File: src/rtl/serial_frame_loader.sv
// Serial frame loader: captures a dynamic and a static word on START and shifts them
// MSB-first to the shift-register generator, then strobes a commit and pulses DONE.
module serial_frame_loader #(
  parameter int SIZESRDYN  = 16,
  parameter int SIZESRSTAT = 88,
  parameter int SIZECNT    = 7
) (
  input  logic                  i_clk,
  input  logic                  i_rst,
  input  logic                  i_start,
  input  logic                  i_abort,
  input  logic [SIZESRDYN-1:0]  i_dyn_data,
  input  logic [SIZESRSTAT-1:0] i_stat_data,
  output logic                  o_seldyn,
  output logic                  o_selstat,
  output logic                  o_sdata,
  output logic                  o_busy,
  output logic                  o_done,
  output logic [2:0]            o_dbg_state
);

  typedef enum logic [2:0] {
    S_IDLE   = 3'd0,
    S_DYN    = 3'd1,
    S_STAT   = 3'd2,
    S_COMMIT = 3'd3,
    S_FIN    = 3'd4
  } state_t;

  localparam logic [SIZECNT-1:0] DYN_LAST  = SIZECNT'(SIZESRDYN - 1);
  localparam logic [SIZECNT-1:0] STAT_LAST = SIZECNT'(SIZESRSTAT - 1);

  state_t                r_state;
  logic [SIZECNT-1:0]    r_cnt;
  logic [SIZESRDYN-1:0]  r_dyn;
  logic [SIZESRSTAT-1:0] r_stat;

  // Shadows shift left so the next bit to send is always the MSB; the
  // counter only decides when a phase ends.
  always_ff @(posedge i_clk) begin
    if (i_rst) begin
      r_state   <= S_IDLE;
      r_cnt     <= '0;
      r_dyn     <= '0;
      r_stat    <= '0;
      o_seldyn  <= 1'b0;
      o_selstat <= 1'b0;
      o_sdata   <= 1'b0;
      o_busy    <= 1'b0;
      o_done    <= 1'b0;
    end else begin
      case (r_state)
        S_IDLE: begin
          o_done <= 1'b0;
          if (i_start) begin
            r_state   <= S_DYN;
            r_cnt     <= DYN_LAST;
            r_dyn     <= {i_dyn_data[SIZESRDYN-2:0], 1'b0};
            r_stat    <= i_stat_data;
            o_seldyn  <= 1'b1;
            o_selstat <= 1'b0;
            o_sdata   <= i_dyn_data[SIZESRDYN-1];
            o_busy    <= 1'b1;
          end
        end
        S_DYN: begin
          if (i_abort) begin
            r_state   <= S_IDLE;
            r_cnt     <= '0;
            o_seldyn  <= 1'b0;
            o_selstat <= 1'b0;
            o_sdata   <= 1'b0;
            o_busy    <= 1'b0;
          end else if (r_cnt == '0) begin
            // Switch selects in the same edge: a cycle with both low would
            // make the generator reload its registers.
            r_state   <= S_STAT;
            r_cnt     <= STAT_LAST;
            r_stat    <= {r_stat[SIZESRSTAT-2:0], 1'b0};
            o_seldyn  <= 1'b0;
            o_selstat <= 1'b1;
            o_sdata   <= r_stat[SIZESRSTAT-1];
          end else begin
            r_cnt   <= r_cnt - 1'b1;
            r_dyn   <= {r_dyn[SIZESRDYN-2:0], 1'b0};
            o_sdata <= r_dyn[SIZESRDYN-1];
          end
        end
        S_STAT: begin
          if (i_abort) begin
            r_state   <= S_IDLE;
            r_cnt     <= '0;
            o_seldyn  <= 1'b0;
            o_selstat <= 1'b0;
            o_sdata   <= 1'b0;
            o_busy    <= 1'b0;
          end else if (r_cnt == '0) begin
            r_state   <= S_COMMIT;
            o_seldyn  <= 1'b1;
            o_selstat <= 1'b0;
            o_sdata   <= 1'b0;
          end else begin
            r_cnt   <= r_cnt - 1'b1;
            r_stat  <= {r_stat[SIZESRSTAT-2:0], 1'b0};
            o_sdata <= r_stat[SIZESRSTAT-1];
          end
        end
        S_COMMIT: begin
          r_state   <= i_abort ? S_IDLE : S_FIN;
          o_seldyn  <= 1'b0;
          o_selstat <= 1'b0;
          o_sdata   <= 1'b0;
          o_busy    <= 1'b0;
          o_done    <= ~i_abort;
        end
        S_FIN: begin
          r_state <= S_IDLE;
          o_done  <= 1'b0;
        end
        default: begin
          r_state   <= S_IDLE;
          r_cnt     <= '0;
          o_seldyn  <= 1'b0;
          o_selstat <= 1'b0;
          o_sdata   <= 1'b0;
          o_busy    <= 1'b0;
          o_done    <= 1'b0;
        end
      endcase
    end
  end

  assign o_dbg_state = r_state;

endmodule

File: config.mk
export PLATFORM = sky130hd
export DESIGN_NAME = serial_frame_loader
export DESIGN_NICKNAME = d
export VERILOG_FILES = /design/src/rtl/serial_frame_loader.sv
export SDC_FILE = /design/constraint.sdc
export NUM_CORES = 1
export LEC_CHECK = 0
export CAP_MARGIN = 10
export CELL_PAD_IN_SITES_DETAIL_PLACEMENT = 0
export CELL_PAD_IN_SITES_GLOBAL_PLACEMENT = 1
export CORE_MARGIN = 4
export CORE_UTILIZATION = 43
export DETAILED_ROUTE_END_ITERATION = 12
export PLACE_DENSITY_LB_ADDON = 0.1
export SYNTH_ARGS = -nofsm -noshare
export SYNTH_HDL_FRONTEND = slang
export SYNTH_SLANG_ARGS = --single-unit
File: constraint.sdc
create_clock -name i_clk -period 6.3 [get_ports i_clk]
set_input_delay 1.89 -clock i_clk [delete_from_list [all_inputs] [get_ports i_clk]]
set_output_delay 1.89 -clock i_clk [all_outputs]
set_load 0.05 [all_outputs]
==> impl_metrics.py <==
metrics = {
    "run_status": {
        "status": "completed",
    },
    "critical_path": {
        "cp_data_arrival_time_ns": 4.61,
        "r2r-end": "r_stat[87]",
        "crit_path_max_incr_delay_ns": 0.89,
        "slowest_stage": "a221o_4",
        "rr_worst_depth": 5,
        "required_ns": 6.61,
        "critPathBufInv": 2,
        "critPathTopFamily": "compound AO/OA/AOI/OAI gates",
        "crit_path_max_fanout": 77,
        "path_cells": "clkdlybuf4s50_1 -> nor4b_2 -> a221o_4 -> buf_4 -> nor2_1 -> a211oi_2",
        "r2r_start": "o_dbg_state[1]",
        "regToRegSetupSlack_ns": 3.17,
        "crit_type": "in -> reg",
        "cp-start-kind": "input pin",
        "end_kind": "flip-flop",
    },
    "pwr": {
        "powerDensity_mw_per_mm2": 289.8,
        "ir_drop_v": 0.0001626,
        "total_power_w": 0.002181,
        "total_leakage_power_nw": 2.712,
    },
    "cells_and_area": {
        "synthToLayoutAreaGrowth_pct": 28.42,
        "layout.nets": 777,
        "nFillCells": 1181,
        "diodes": 0,
        "final_util_pct": 56.61,
        "drive_gt1_share_pct": 17.26,
    },
    "timing": {
        "final_max_slew_viol_count": 0,
        "period_share_pct": 68.17,
        "fin_worst_skew_ns": 0.007940,
        "setup_violations": 0,
        "maxSlewHeadroom_pct": 31.84,
        "final_hold_viol_count": 0,
        "layout_min_cycle_time_ns": 4.295,
        "setup_tns_ns": 0,
        "rsz0062_at_grt": "false",
        "worst_slew_pin_slew_ns": 1.020,
        "whs_ns": 0.4598,
        "clock.fmax_ghz": 0.2328,
    },
    "floorplan": {
        "initial_core_util_pct": 44.08,
        "die_y_um": 124.7,
        "io_pins": 116,
        "core_area_sq_mm": 0.01330,
        "die_w_um": 124.7,
        "num_rows": 42,
        "dieArea_sq_mm": 0.01556,
    },
    "yosys": {
        "synth.most_common_cell": "dfxtp_1",
        "synth.area.top_cells": "dfxtp_1, mux2i_1, a211oi_2",
        "syn_area_sq_mm": 0.005861,
        "yosys.area.top_type_share_pct": 40.31,
        "async_flop_share_pct": 0,
        "syn_nets": 688,
        "synth_common_cells": "dfxtp_1, nor2_1, mux2i_1, a211oi_2, a211oi_1",
        "avgSynthCellArea_sq_um": 10.14,
        "synth_edf_count": 0,
        "ys_types": 42,
        "syn_inst": 578,
        "ys_warn_count": 0,
        "ys_ff_latch": 118,
        "ys_seq_area_share_pct": 40.31,
        "synth-main-ff-cell": "dfxtp_1",
        "yosys.area.top_type": "dfxtp_1",
    },
    "grt": {
        "grt_pass1_vias": 4476,
        "grt_pass1_wl_um": 21530,
        "gr-total-overflow": 0,
        "antenna_found_initial": 0,
        "grtUsageTotal_pct": 16.78,
        "grt_max_degree": 78,
    },
    "clock_network": {
        "hold_buffers": 0,
        "root_buffer": "clkbuf_16",
        "ctsResizeCount": 0,
        "cts_htree_levels": 4,
        "postCtsSetupRepairBufs": 0,
        "clkTransAtPathRegs_ns": 0.05,
        "cts_max_path_buffers": 2,
        "cts_made_buffers": 17,
        "worstSkewPairLatency_ns": 0.41,
        "cts_sinks": 118,
        "cts_tree": "built",
    },
    "detailed_routing": {
        "drc_errors": 0,
        "postRouteAntennaNets": 0,
        "totalWireLength_um": 12890,
        "num_vias": 4473,
        "wl_per_cell_um": 15.09,
        "drt_iter0_markers": 238,
        "vias_per_cell": 5.238,
        "drt_pass1_iterations": 4,
    },
    "min_path": {
        "hp-class": "reg -> reg",
        "hold_depth": 2,
        "hp-start": "o_seldyn",
        "min_to": "o_seldyn",
    },
    "placed_design": {
        "port-buffer-count": 115,
        "gp_congestion": 0.8751,
        "post-dp-hpwl_um": 8718,
    },
    "job": {
        "drv_cap": 0,
    },
}
==> layout by cell type (no fill, tap or decap), types with 2 or more instances in the layout <==
cell and count:
a211oi_1 23, a211oi_2 80, a21o_1 4, a21oi_1 9, a22o_1 3, a2bb2oi_1 3
and2_1 3, buf_4 6, clkbuf_1 5, clkbuf_16 17, clkbuf_8 3, clkdlybuf4s50_1 114
clkinv_2 5, dfxtp_1 118, ha_1 2, inv_1 5, mux2i_1 103, nand2_1 9
nand2b_1 6, nand3_1 4, nor2_1 115, nor2b_1 2, nor3_1 7, nor4_1 2
o21ai_0 10
==> area by class of cell <==
class                           instances  area (sq um)  area share [%]
Timing Repair Buffer                  121          1206           16.03
Tap cell                              176         220.2           2.926
Inverter                                5         18.77          0.2494
Sequential cell                       118          2362           31.39
Clock buffer                           25         485.5           6.451
Clock inverter                          5         25.02          0.3325
Multi-Input combinational cell        404          3208           42.63
==> logic make-up after synthesis <==
family,synth area share [%]
AOI/OAI and AO/OA,24.94
xor gates and xnor gates,0.1495
adders and majority gates,0.4269
buffers and inverters,5.316
DFF,40.31
muxes,17.59
and+or+nand+nor,11.27
==> how the worst max path moves through the flow <==
stage            endpoint  depth (start not counted)  startpoint
2_1_floorplan  r_stat[46]                          7     i_abort
3_3_place_gp   r_stat[38]                          6     i_abort
3_5_place_dp   r_stat[11]                          6     i_abort
4_1_cts         r_stat[4]                          6     i_abort
5_1_grt         r_stat[4]                          6     i_abort
6_report        r_stat[4]                          6     i_abort
==> registers in the layout, indices dropped and copies added (netlist names) <==
register	flops
o_dbg_state	3
r_cnt	7
o_busy	1
r_dyn	15
r_stat	88
o_selstat	1
o_done	1
o_seldyn	1
o_sdata	1
==> power by group <==
part / leakage, nW / switching, W / internal [W] / total (W)
logic: 1.48 / 0.000243 / 0.000222 / 0.000465
clock network: 0.257 / 0.000311 / 0.000525 / 0.000835
registers: 0.977 / 0.0000485 / 0.000832 / 0.000881
==> worst min-delay path, stage by stage (launching register included) <==
cell,delay (ns)
dfxtp_1,0.31
nand2_1,0.05
a21oi_1,0.05
==> per-stage QoR <==
| stage | setup slack [ns] | instance area (sq um) | cells |
|---|---|---|---|
| floorplan | 2.995 | 5861 | 578 |
| global placement | 1.724 | 7015 | 824 |
| detailed placement | 1.623 | 7015 | 824 |
| CTS | 2.032 | 7526 | 854 |
| global route | 1.776 | 7526 | 854 |
| finish | 2.005 | 7526 | 854 |
==> metal layers <==
metal,GRT usage (%),part of all wire (%)
met2,27.04,47
met3,5.189,4.6
met4,5.609,1.1
met1,21.35,47
met5,0,0
No activity file was read; power rests on OpenSTA's default activity.
